<file path="src/rtl/bus_arbiter.sv">
// Arbitrates the shared memory bus between the CPU and the DMA engine (BR/BG handshake),
// steers address/control/ready to the owner, counts DMA beats and raises sticky interrupts.
module bus_arbiter #(
    parameter int unsigned WORD_SIZE = 16,
    parameter int unsigned TIMEOUT   = 64
) (
    input  logic                 clk,
    input  logic                 reset,
    input  logic                 br,
    output logic                 bg,
    input  logic                 dma_end,
    input  logic [WORD_SIZE-1:0] dma_addr,
    input  logic [WORD_SIZE-1:0] cpu_addr,
    input  logic                 cpu_read,
    input  logic                 cpu_write,
    input  logic                 cpu_mem_busy,
    output logic                 cpu_bus_hold,
    input  logic                 mem_signal,
    output logic                 cpu_mem_ready,
    output logic                 dma_mem_signal,
    output logic [WORD_SIZE-1:0] mem_addr,
    output logic                 mem_read,
    output logic                 mem_write,
    input  logic                 irq_ack,
    output logic                 irq_dma,
    output logic                 dma_err,
    output logic [WORD_SIZE-1:0] dma_beats
);

    localparam int unsigned WD_W    = (TIMEOUT == 0) ? 1 : $clog2(TIMEOUT + 1);
    // Expiry is flagged on the last idle cycle so FAULT is entered exactly TIMEOUT cycles after grant.
    localparam int unsigned WD_LAST = (TIMEOUT == 0) ? 0 : TIMEOUT - 1;
    localparam bit          WD_EN   = (TIMEOUT != 0);

    typedef enum logic [2:0] {
        CPU_OWN = 3'd0,
        DRAIN   = 3'd1,
        DMA_OWN = 3'd2,
        RELEASE = 3'd3,
        FAULT   = 3'd4
    } state_t;

    state_t               state_q, state_d;
    logic [WD_W-1:0]      wd_q, wd_d;
    logic [WORD_SIZE-1:0] beats_q, beats_d;
    logic                 irq_q, irq_d;
    logic                 err_q, err_d;
    logic                 wd_expire_c;

    assign wd_expire_c = WD_EN && (state_q == DMA_OWN) && !mem_signal
                         && (wd_q == WD_W'(WD_LAST));

    // State and datapath registers
    always_ff @(posedge clk) begin
        if (reset) begin
            state_q <= CPU_OWN;
            wd_q    <= '0;
            beats_q <= '0;
            irq_q   <= 1'b0;
            err_q   <= 1'b0;
        end else begin
            state_q <= state_d;
            wd_q    <= wd_d;
            beats_q <= beats_d;
            irq_q   <= irq_d;
            err_q   <= err_d;
        end
    end

    // Next-state logic; a dropped request outranks watchdog expiry
    always_comb begin
        state_d = state_q;
        case (state_q)
            CPU_OWN: if (br) state_d = DRAIN;
            DRAIN: begin
                if (!br)               state_d = CPU_OWN;
                else if (!cpu_mem_busy) state_d = DMA_OWN;
            end
            DMA_OWN: begin
                if (!br)              state_d = RELEASE;
                else if (wd_expire_c) state_d = FAULT;
            end
            RELEASE: state_d = CPU_OWN;
            FAULT:   if (irq_ack) state_d = CPU_OWN;
            default: state_d = CPU_OWN;
        endcase
    end

    // Watchdog, beat counter and sticky interrupt flags; set events win over irq_ack
    always_comb begin
        wd_d    = '0;
        beats_d = beats_q;
        irq_d   = irq_q;
        err_d   = err_q;

        if (WD_EN && (state_q == DMA_OWN) && !mem_signal) wd_d = wd_q + WD_W'(1);

        if ((state_q == CPU_OWN) && (state_d == DRAIN)) begin
            beats_d = '0;
        end else if ((state_q == DMA_OWN) && mem_signal && (beats_q != '1)) begin
            beats_d = beats_q + WORD_SIZE'(1);
        end

        if (irq_ack) irq_d = 1'b0;
        if (dma_end) irq_d = 1'b1;

        if (irq_ack) err_d = 1'b0;
        if ((state_q == DMA_OWN) && (state_d == FAULT)) err_d = 1'b1;
    end

    // Moore outputs, bus mux and ready steering
    always_comb begin
        bg           = 1'b0;
        cpu_bus_hold = 1'b0;
        mem_addr     = cpu_addr;
        mem_read     = cpu_read;
        mem_write    = cpu_write;
        case (state_q)
            DRAIN: cpu_bus_hold = 1'b1;
            DMA_OWN: begin
                bg           = 1'b1;
                cpu_bus_hold = 1'b1;
                mem_addr     = dma_addr;
                mem_read     = 1'b1;
                mem_write    = 1'b0;
            end
            RELEASE: begin
                cpu_bus_hold = 1'b1;
                mem_read     = 1'b0;
                mem_write    = 1'b0;
            end
            default: ;
        endcase
        dma_mem_signal = mem_signal & (state_q == DMA_OWN);
        cpu_mem_ready  = mem_signal & (state_q != DMA_OWN);
    end

    assign irq_dma   = irq_q;
    assign dma_err   = err_q;
    assign dma_beats = beats_q;

endmodule

</file>
<file path="config.mk">
export PLATFORM = sky130hd
export DESIGN_NAME = bus_arbiter
export DESIGN_NICKNAME = d
export VERILOG_FILES = /design/src/rtl/bus_arbiter.sv
export SDC_FILE = /design/constraint.sdc
export NUM_CORES = 1
export LEC_CHECK = 0
export BUFFER_PORTS_ARGS = -buffer_cell sky130_fd_sc_hd__buf_2
export CAP_MARGIN = 20
export CORE_MARGIN = 5
export CORE_UTILIZATION = 49
export CTS_CLUSTER_DIAMETER = 200
export DETAILED_ROUTE_END_ITERATION = 10
export PLACE_DENSITY = 0.83
export SYNTH_ARGS = -nofsm -noshare
export SYNTH_HDL_FRONTEND = slang
export SYNTH_SLANG_ARGS = --single-unit
</file>
<file path="constraint.sdc">
create_clock -name clk -period 5.1 [get_ports clk]
set_input_delay 0.255 -clock clk [delete_from_list [all_inputs] [get_ports clk]]
set_output_delay 0.255 -clock clk [all_outputs]
set_load 0.01 [all_outputs]
</file>
* Word-level counts from Yosys, hierarchy flattened
Index checks and enable logic that the tools add are counted.
** Word-level totals
- Bits of input ports :: 41
- Register bits :: 28
- Bits in read-only memories :: 0
- RAM bits :: 0
- Memories :: 0
- Logic and storage cells :: 48
- Latch bits :: 0
- Output and inout bits :: 40
** Operators by class
- Shifts and indexed selects :: 0
- Add/subtract/negate cells :: 2
- Mux-type cells :: 15
- Reductions and logical operators :: 14
- Bitwise gates (word level) :: 3
- Multiply operators :: 0
- $lt $le $gt $ge :: 0
- Divide/modulo/power cells :: 0
- Equal/unequal tests :: 9
** Operator list (number)
- 3-bit 2-to-1 mux :: 6
- 16-bit by 1-bit adder with 16-bit output (second input constant) :: 1
- 16-bit 2-to-1 mux :: 1
- 16-bit != test (second input constant) :: 1
- 3-bit one-hot mux with 4 select lines :: 1
- 7-bit by 1-bit adder with 7-bit output (second input constant) :: 1
- 7-bit by 6-bit == test with 1-bit output (second input constant) :: 1
- 3-bit by 1-bit == test with 1-bit output (second input constant) :: 2
- 3-bit by 2-bit == test with 1-bit output (second input constant) :: 2
- 3-bit == test (second input constant) :: 2
- 1-bit logical AND :: 6
- 1-bit 2-to-1 mux :: 6
- 2-bit OR reduction :: 3
- 2-bit nonzero test :: 2
- 3-bit zero test :: 1
- 3-bit by 2-bit != test with 1-bit output (second input constant) :: 1
- 3-bit OR reduction :: 1
- 1-bit bitwise AND :: 2
- 1-bit one-hot mux with 2 select lines :: 1
- 1-bit zero test :: 1
- 1-bit inverter :: 1

* Logic depth before layout (Yosys ltp)
Gate-level depths: netlist (run 1).
- Depth after elaboration :: 9
- Gate-level depth with buffers :: 7
- Gate-level depth less buffers :: 5

* Worst setup path after synthesis (run 1)
No wires, ideal clock.
- Path kind :: register -> output
- Start point :: reg state_q[2]
- End point :: out mem_addr[10]
- Data arrival time :: 1.500 ns
- Buffers on the path :: 1
- Slack :: 3.345 ns
- Cell stages (with the launch flop) :: 5
- Data required time :: 4.845 ns
- Cell sequence :: dfxtp_1 > nand2b_1 > nor2_2 > buf_2 > mux2_2
** Between the ends
- Word-level cells in the longest chain between the ends :: 2
** RTL lines
- from (decl) :: RTL line 43 : state_t state_q, state_d;
- from (signal assigned) :: RTL line 62 : state_q <= state_d;
- 3-bit by 2-bit == test with 1-bit output :: RTL line 118 : case (state_q)
- 16-bit 2-to-1 mux :: RTL line 118
- to (decl) :: RTL line 21 : output logic [WORD_SIZE-1:0] mem_addr,
No other way between the ends.

* Worst setup path after layout (run 1)
- Start point :: reg state_q[2]
- End point :: out mem_addr[13]
Same word-level chain as after synthesis.

==> results of run 1 <==
layer usage:
layer | vias up | part of all wire | GRT usage
li1 | 845 | - | -
met4 | 0 | 0.0062 | 0.0422
met1 | 777 | 0.39 | 0.193
met3 | 4 | 0.082 | 0.0427
met5 | - | 0 | 0
met2 | 67 | 0.52 | 0.331
per-stage QoR:
stage | util | cells | hold WS [ns] | cell area (sq um) | total power, W
2_1_floorplan | - | 184 | 0.372 | 1680 | 0.000264
5_1_grt | 0.645 | 308 | 0.122 | 2140 | 0.000454
3_3_place_gp | 0.629 | 304 | 0.436 | 2080 | 0.000290
6_report | 0.645 | 308 | 0.124 | 2140 | 0.000431
3_5_place_dp | 0.629 | 304 | 0.449 | 2080 | 0.000292
4_1_cts | 0.645 | 308 | 0.112 | 2140 | 0.000438
power groups by stage:
stage	registers, W	logic [W]	clock network [W]
floorplan	0.000227	0.0000370	0
global placement	0.000227	0.0000627	0
detailed placement	0.000228	0.0000642	0
CTS	0.000223	0.0000645	0.000151
global route	0.000224	0.0000704	0.000160
finish	0.000223	0.0000634	0.000145
final timing paths:
kind / start / end / slack (ns) / cells after the start
worst max register to register: state_q[0]$_SDFF_PP0_ / dma_beats[11]$_SDFFE_PP0P_ / 3.11 / 5
worst min-delay path: dma_end / irq_dma$_SDFFE_PP0P_ / 0.12 / 3
worst max-delay path: state_q[2]$_SDFF_PP0_ / mem_addr[13] / 2.71 / 4
worst min register to register: dma_err$_SDFFE_PP0P_ / dma_err$_SDFFE_PP0P_ / 0.47 / 2
cells by family after synthesis:
| kind of cell | after synthesis | synth area share |
|---|---|---|
| buf+inv | 13 | 0.0530 |
| compound gates | 31 | 0.114 |
| mux | 22 | 0.143 |
| xor+xnor | 6 | 0.0314 |
| simple gates | 82 | 0.308 |
| fa+ha+maj | 2 | 0.0149 |
| flops | 28 | 0.335 |
final cells by class:
type / count / area share
clock buffer: 3 / 0.0105
clock inverter: 1 / 0.0141
inverter: 7 / 0.0182
multi-input combinational: 143 / 0.480
sequential: 28 / 0.262
tap: 46 / 0.0269
timing repair buffer: 80 / 0.187
worst register-to-register path, cell delays in order, from the launching register on:
cell       delay [ns]
dfxtp_1          0.40
nand4bb_1        0.56
clkinv_8         0.21
nand3_4          0.11
or4_1            0.51
a21oi_1          0.14
flip-flops by register name (all words and copies together) (netlist names):
name and count:
dma_beats 16, dma_err 1, wd_q 7, state_q 3, irq_dma 1
cells in the final DEF (no fill, tap or decap), types with 6 or more instances in the layout:
| master | Yosys | layout |
|---|---|---|
| inv_1 | 6 | 6 |
| dfxtp_1 | 28 | 28 |
| nand3_1 | 8 | 8 |
| a21oi_1 | 15 | 15 |
| mux2_2 | 16 | 16 |
| mux2i_1 | 6 | 6 |
| buf_2 | 1 | 80 |
| or3_1 | 8 | 8 |
| nor2_1 | 13 | 13 |
| nand2_1 | 12 | 12 |
==> impl_results.md, run 1 <==
* Critical path arrival at 2.13 ns
* CTS tree: done
* Seq/Total Area, Yosys at 0.335
* Initial drt markers at 75
* HPWL after DPL at 3290 microns
* Syn avg cell area at between 9 and 10 sq um
* Cell row count at 21
* Routed WL at 4050 microns
* Clk_skew at approximately 0.003 ns
* First-pass GRT wire length at roughly 6500 microns
* Initial core utilization at 0.506
* Pre-CTS setup slack at ~3 ns
* TNS Setup at 0 ns
* Die width at 68.5 microns
* GRT overflow at 0
* Synth Instances at 184
* Routed via count at about 1,700
* RSZ-0062 raised after global routing: false
* Status: complete, no violations
* Sequential Power Share at 0.517
* Leakage at 0.925 nW
* Async set-reset flop share out of synthesis at 0
* Synthesized net count at between 200 and 250
* Synth area leader: dfxtp_1
* Final hold viol count at 0
* Maximum vdd ir drop at about 0.1 mV
* Largest net degree at the start of global routing at 20
* Post-CTS sizing at 0
* P_int at between 0.0003 and 0.0004 W
* Largest stage delay, worst path at around 0.65 ns
* Comb pwr share at 0.147
* Period utilization at 0.469
* Critical path class: flop to output port
* RD Place Congestion at about 0.81
* Post-synth top cells: dfxtp_1 (28), mux2_2 (16), a21oi_1 (15), nor2_1 (13), nand2_1 (12)
* Num CTS Buffers at 3
* Synth unique cells at 46
* FF+latch count, synth at 28
* Antenna cells at 0
* Worst Max-Slew Pin Slew at 0.908 ns
* CTS Sinks at 28
* Post-synth EDFFs at 0
* Port-buffer cells at 80
* Maxcap violations at 0
* DIE AREA at 4690 sq um
* Sw Share at 0.228
* CTS clock-pin slew for the worst setup and hold paths at 0.15 ns
* Setup slack after layout at approximately 2.7 ns
* Final Critical Period at ~2.4 ns
* Antenna violations before repair at 0
* Fill cells at between 300 and 400
* Post-CTS Setup Bufs at 0
* Avg Vias per Cell at between 5 and 6
* NetSw at around 0.000098 W
* Multi-input gate area at between 1000 and 1500 sq um
* Synth top area cells: dfxtp_1 (33%), mux2_2 (11%), a21oi_1 (4.5%), mux2i_1 (3.6%), or3_1 (3.0%)
* IO Pins at 81
* Ys Warns at 0
* CTS Hold Bufs at 0
* Pwr dens at between 200 and 250 nW/um^2
* Clock Latency Late Sink at approximately 0.33 ns
* CP Launch Type: flop
* P&R area growth vs syn at 27.5%
* Clock Tree Buf Depth at 2
* Bufs and invs on worst path at 1
* Vias in the first global route at between 1,500 and 2,000
* Peak Freq at about 420 MHz
* Crit end category: output port
* DRC viols at 0
* Die Height at 68.5 microns
* Most frequent cell after synthesis: dfxtp_1
* Critical Path Fanout Max at 19
* Wire per inst at about 13 microns
* Relative slew slack at 0.386
* Clock power frac at 0.336
* Synthesized cell area at 1680 sq um
* Hold Crit Class: primary input to flop
* DRT Pass-1 Iters at 4
* Layout Nets at around 300
* CP Cell Sequence: nand2b_1 > nor2_2 > mux2_2 > buf_2
* Antenna Nets Post-Route at 0
* Layout cells sized above 1 at 0.424
* GRT Total Usage at 0.175
* Clock root buffer: clkbuf_4
* CP top delay family: simple AND/OR/NAND/NOR gates
* Worst path required time at about 4.9 ns
* Max Transition Viols Final at 0
* Synth top area share at 0.335
* Final setup fails at 0
* Worst path slowest cell: nor2_2
* Ys flop type: dfxtp_1
* Reg area at 561 sq um
* H-tree Lvls at 1
* Core Region at 3310 sq um
No activity file was read; power rests on OpenSTA's default activity.
==> inputs of run 2 (changes only) <==
- CORE_UTILIZATION: 49 -> 41
- PLACE_DENSITY: 0.83 -> 0.74
- clock period: 5.1 -> 2.05 ns (I/O delays scaled with it)
==> impl_results.md, run 2 (synthesized netlist as in run 1, its figures left out) <==
* Crit end category: flop
* R2R depth at 5
* RSZ-0062 raised after global routing: false
* Final setup fails at 0
* Port-buffer cells at 80
* Largest stage delay, worst path at ~0.41 ns
* Status: complete, no violations
* CTS clock-pin slew for the worst setup and hold paths at 0.10 ns
* DIE AREA at ~5500 sq um
* Hold Crit Class: primary input to flop
* GRT overflow at 0
* Worst path required time at ~2.3 ns
* Worst path slowest cell: or4_1
* GRT Total Usage at 0.159
* Commonest cells after routing, fill and taps aside: buf_2 (80), dfxtp_1 (28), mux2_2 (16), a21oi_1 (15), nor2_1 (13)
* Maxcap violations at 0
* Max Transition Viols Final at 0
* Final hold viol count at 0
* RD Place Congestion at 0.765
* DRT Pass-1 Iters at 5
* Clk_skew at approximately 0.013 ns
* Core Region at between 3000 and 4000 sq um
* Multi-input gate area at 1030 sq um
* Worst Max-Slew Pin Slew at 0.463 ns
* Final hold slack at between 0.03 and 0.04 ns
* Layout Nets at between 300 and 400
* GRT busiest layer: met2
* Post-CTS sizing at 0
* Placed Instance Area at approximately 2100 sq um
* Critical path arrival at roughly 2.0 ns
* Met3 Track Usage GR at 0.0356
* Wire per inst at roughly 13 microns
* CP top delay family: simple AND/OR/NAND/NOR gates
* Antenna Nets Post-Route at 0
* Post-placement cell count at 310
* Antenna cells at 0
* Leakage at 0.931 nW
* Routed via count at around 1,700
* Period utilization at 0.886
* Most common cell after layout, fill and taps aside: buf_2
* Clock Tree Buf Depth at 2
* Final Critical Period at between 1.5 and 2 ns
* CP Cell Sequence: ha_1 > and4_1 > and4b_1 > or4_1 > a21oi_1
* Critical path class: flop to flop
* Layout cells sized above 1 at 0.430
* CTS Hold Bufs at 0
* Num CTS Buffers at 3
* Clock Latency Late Sink at between 0.2 and 0.3 ns
* CP Depth at 5
* Reg area at ~560 sq um
* Die width at ~74 microns
* Met1 Resource Use GR at 0.206
* Vias in the first global route at roughly 1,600
* Largest net degree at the start of global routing at 20
* H-tree Lvls at 1
* CTS tree: done
* Finished Core Util at 0.542
* Antenna violations before repair at 0
* Relative slew slack at 0.689
* Global-route track usage on met2 at 0.278
* CP Launch Type: flop
* IO Pins at 81
* Cell row count at 23
* Avg Vias per Cell at about 5.3
* Clock root buffer: clkbuf_8
* Initial core utilization at 0.422
* Number of flip-flops in the largest register at 16
* Pwr dens at about 470 nW/um^2
* Maximum vdd ir drop at 0.304 mV
* HPWL after DPL at 3310 microns
* Peak Freq at ~550 MHz
* Bufs and invs on worst path at 0
* CTS Sinks at 28
* First-pass GRT wire length at 7130 microns
* Critical Path Fanout Max at 7
* Fill cells at roughly 380
* TNS Setup at 0 ns
* Post-CTS Setup Bufs at 0
* P&R area growth vs syn at 28.4%
* DRC viols at 0
* WHS Path Cells at 3
* Routed WL at 4160 microns
* Final Cell Area at between 2000 and 2500 sq um
* Die Height at 73.9 microns
* Initial drt markers at around 90
* Final std cells w/o fill at 313
## run 2: cell count changes in the layout (fill, tap and decap cells not counted), sizes merged
cell	delta
buf	+2
bufinv	-1
## run 2: through the flow
| stage | power (W) | setup WS, ns |
|---|---|---|
| floorplan | 0.000656 | 0.371 |
| global placement | 0.000724 | 0.277 |
| detailed placement | 0.000727 | 0.268 |
| CTS | 0.00103 | 0.217 |
| global route | 0.00106 | 0.0590 |
| finish | 0.00101 | 0.233 |
## run 2: final cells by class
| type | instances | area share |
|---|---|---|
| multi-input combinational | 143 | 0.480 |
| sequential | 28 | 0.261 |
| timing repair buffer | 82 | 0.193 |
| tap | 50 | 0.0291 |
| clock buffer | 3 | 0.0192 |
| inverter | 7 | 0.0180 |
## run 2: path summary, 6_finish.rpt
check | start | endpoint | slack [ns]
max reg2reg | dma_beats[0]$_SDFFE_PP0P_ | dma_beats[2]$_SDFFE_PP0P_ | 0.23
max | dma_beats[0]$_SDFFE_PP0P_ | dma_beats[2]$_SDFFE_PP0P_ | 0.23
min reg2reg | dma_err$_SDFFE_PP0P_ | dma_err$_SDFFE_PP0P_ | 0.46
min | dma_end | irq_dma$_SDFFE_PP0P_ | 0.04
## run 2: report_power, final
part           total (W)  switching (W)  internal [W]
combinational   0.000160      0.0000753     0.0000844
clock           0.000294       0.000162      0.000132
sequential      0.000554     0.00000596      0.000548
## run 2: metal layers
metal	up-vias	part of all wire
met5	-	0
met4	0	0.0067
met3	5	0.074
met2	63	0.50
met1	741	0.41
li1	841	-
## run 2: worst register-to-register path: stages, from the launching register on
cell and delay, ns:
dfxtp_1 0.35, ha_1 0.32, and4_1 0.25, and4b_1 0.27, or4_1 0.42, a21oi_1 0.15
==> inputs of run 3 (changes only) <==
- CORE_UTILIZATION: 41 -> 43
- CTS_BUF_LIST: not set -> sky130_fd_sc_hd__clkbuf_8
- CTS_CLUSTER_SIZE: not set -> 24
- PLACE_DENSITY: 0.74 -> 0.77
==> impl_results.md, run 3 (synthesized netlist as in run 1, its figures left out) <==
* Status: complete, no violations
* Critical Path Fanout Max at 19
* Layout Nets at slightly above 300
* Comb pwr share at 0.151
* Reg area at roughly 560 sq um
* RSZ-0062 raised after global routing: false
* Maximum vdd ir drop at 0.317 mV
* GRT overflow at 0
* DRT Pass-1 Iters at 4
* Peak Freq at about 550 MHz
* Antenna Nets Post-Route at 0
* Cell row count at 22
* Commonest cells after routing, fill and taps aside: buf_2 (80), dfxtp_1 (28), mux2_2 (16), a21oi_1 (15), nor2_1 (13)
* NetSw at between 0.0002 and 0.0003 W
* Pwr dens at between 400 and 500 nW/um^2
* Sw Share at 0.238
* Antenna cells at 0
* Leakage at around 0.94 nW
* R2R depth at 5
* CP Cell Sequence: nand2b_1 > nor2_2 > buf_4 > mux2_2 > buf_2
* Maxcap violations at 0
* DIE AREA at 5240 sq um
* Multi-input gate area at approximately 1000 sq um
* Hold Crit Class: primary input to flop
* Final Critical Period at 1.83 ns
* Worst path required time at 1.95 ns
* GRT Total Usage at 0.161
* TNS Setup at 0 ns
* Clock Latency Late Sink at between 0.2 and 0.3 ns
* RD Place Congestion at a little under 0.8
* Final hold slack at about 0.038 ns
* Critical path arrival at 1.73 ns
* Worst Hold Launch: dma_end
* Largest net degree at the start of global routing at 20
* Final std cells w/o fill at ~310
* CTS Sinks at 28
* Post-CTS sizing at 0
* Period utilization at 0.895
* Post-placement cell count at approximately 310
* Routed via count at 1,666
* DRC viols at 0
* RR Endpoint: dma_beats[0]$_SDFFE_PP0P_
* Routed WL at around 4400 microns
* Wire per inst at 13.9 microns
* Initial core utilization at 0.451
* First-pass GRT wire length at 6930 microns
* Initial drt markers at between 90 and 100
* Max Transition Viols Final at 0
* CTS tree: done
* Total power at 0.00105 W
* Critical path class: flop to output port
* Hold Path End: irq_dma$_SDFFE_PP0P_
* P&R area growth vs syn at 29.1%
* Avg Vias per Cell at around 5.3
* Clock root buffer: clkbuf_8
* Crit end category: output port
* Largest stage delay, worst path at around 0.38 ns
* CP Launch Type: flop
* Most common cell after layout, fill and taps aside: buf_2
* Num CTS Buffers at 3
* Final hold viol count at 0
* Vias in the first global route at 1,667
* Worst reg2reg setup slack at 0.22 ns
* CTS clock-pin slew for the worst setup and hold paths at 0.09 ns
* IO Pins at slightly above 80
* Post-CTS Setup Bufs at 0
* Final setup fails at 0
* P_int at 0.000804 W
* Number of flip-flops in the largest register at 16
* Fill cells at 340
* Layout cells sized above 1 at 0.430
* Bufs and invs on worst path at 2
* Worst Max-Slew Pin Slew at 0.802 ns
* Antenna violations before repair at 0
* Die Height at 72.4 microns
* HPWL after DPL at 3470 microns
* Relative slew slack at 0.458
* H-tree Lvls at 1
* Clock Tree Buf Depth at 2
* Core Region at about 3700 sq um
* Sequential Power Share at 0.525
* Clock power frac at 0.324
* CTS Hold Bufs at 0
* Reg2reg start: dma_beats[0]$_SDFFE_PP0P_
* CP top delay family: buffers and inverters
* Port-buffer cells at 80
* Worst path slowest cell: dfxtp_1
* Die width at around 72 microns
* WHS Path Cells at 3
* Clk_skew at around 0.011 ns
[run 3: cell types whose count changed in the layout (fill, tap and decap cells not counted), sizes merged]
| cell | previous run | this run |
|---|---|---|
| buf | 82 | 83 |
| clkbuf | 3 | 4 |
[run 3: metrics by stage]
| step | util | setup slack (ns) | cell area (sq um) |
|---|---|---|---|
| CTS | 0.582 | 0.204 | 2160 |
| floorplan | - | 0.371 | 1680 |
| global route | 0.582 | 0.0949 | 2160 |
| global placement | 0.567 | 0.303 | 2110 |
| detailed placement | 0.567 | 0.269 | 2110 |
| finish | 0.582 | 0.216 | 2160 |
[run 3: how the worst max path moves through the flow]
stage / from / end / slack [ns] / depth (start not counted)
finish: state_q[2]$_SDFF_PP0_ / mem_addr[0] / 0.22 / 5
global route: state_q[0]$_SDFF_PP0_ / dma_beats[13]$_SDFFE_PP0P_ / 0.09 / 4
CTS: state_q[2]$_SDFF_PP0_ / mem_addr[0] / 0.20 / 5
detailed placement: dma_beats[0]$_SDFFE_PP0P_ / dma_beats[0]$_SDFFE_PP0P_ / 0.27 / 5
global placement: dma_beats[0]$_SDFFE_PP0P_ / dma_beats[0]$_SDFFE_PP0P_ / 0.30 / 5
floorplan: dma_beats[0]$_SDFFE_PP0P_ / dma_beats[0]$_SDFFE_PP0P_ / 0.37 / 5
[run 3: per-layer routing]
layer	wire (microns)	share of wire	global-route usage	vias up
met1	1780	0.41	0.173	742
met3	368	0.085	0.0554	6
met5	0	0	0	-
met4	29	0.0067	0.0389	0
met2	2170	0.50	0.299	73
li1	-	-	-	845
[run 3: layout make-up]
cell class	instances	share of cell area
timing repair buffer	83	0.195
inverter	7	0.0179
multi-input combinational	143	0.474
tap	48	0.0278
sequential	28	0.259
clock buffer	4	0.0254
[run 3: power by group through the flow]
stage / clock [W] / sequential [W] / combinational, W
6_report: 0.000342 / 0.000554 / 0.000159
4_1_cts: 0.000352 / 0.000554 / 0.000161
3_3_place_gp: 0 / 0.000566 / 0.000157
3_5_place_dp: 0 / 0.000567 / 0.000160
2_1_floorplan: 0 / 0.000564 / 0.0000921
5_1_grt: 0.000373 / 0.000555 / 0.000175
[run 3: worst reg2reg max path: stages, from the launching register on]
cell	delay (ns)
dfxtp_1	0.35
ha_1	0.32
and4_1	0.25
and4b_1	0.27
or3_2	0.42
a21oi_1	0.16
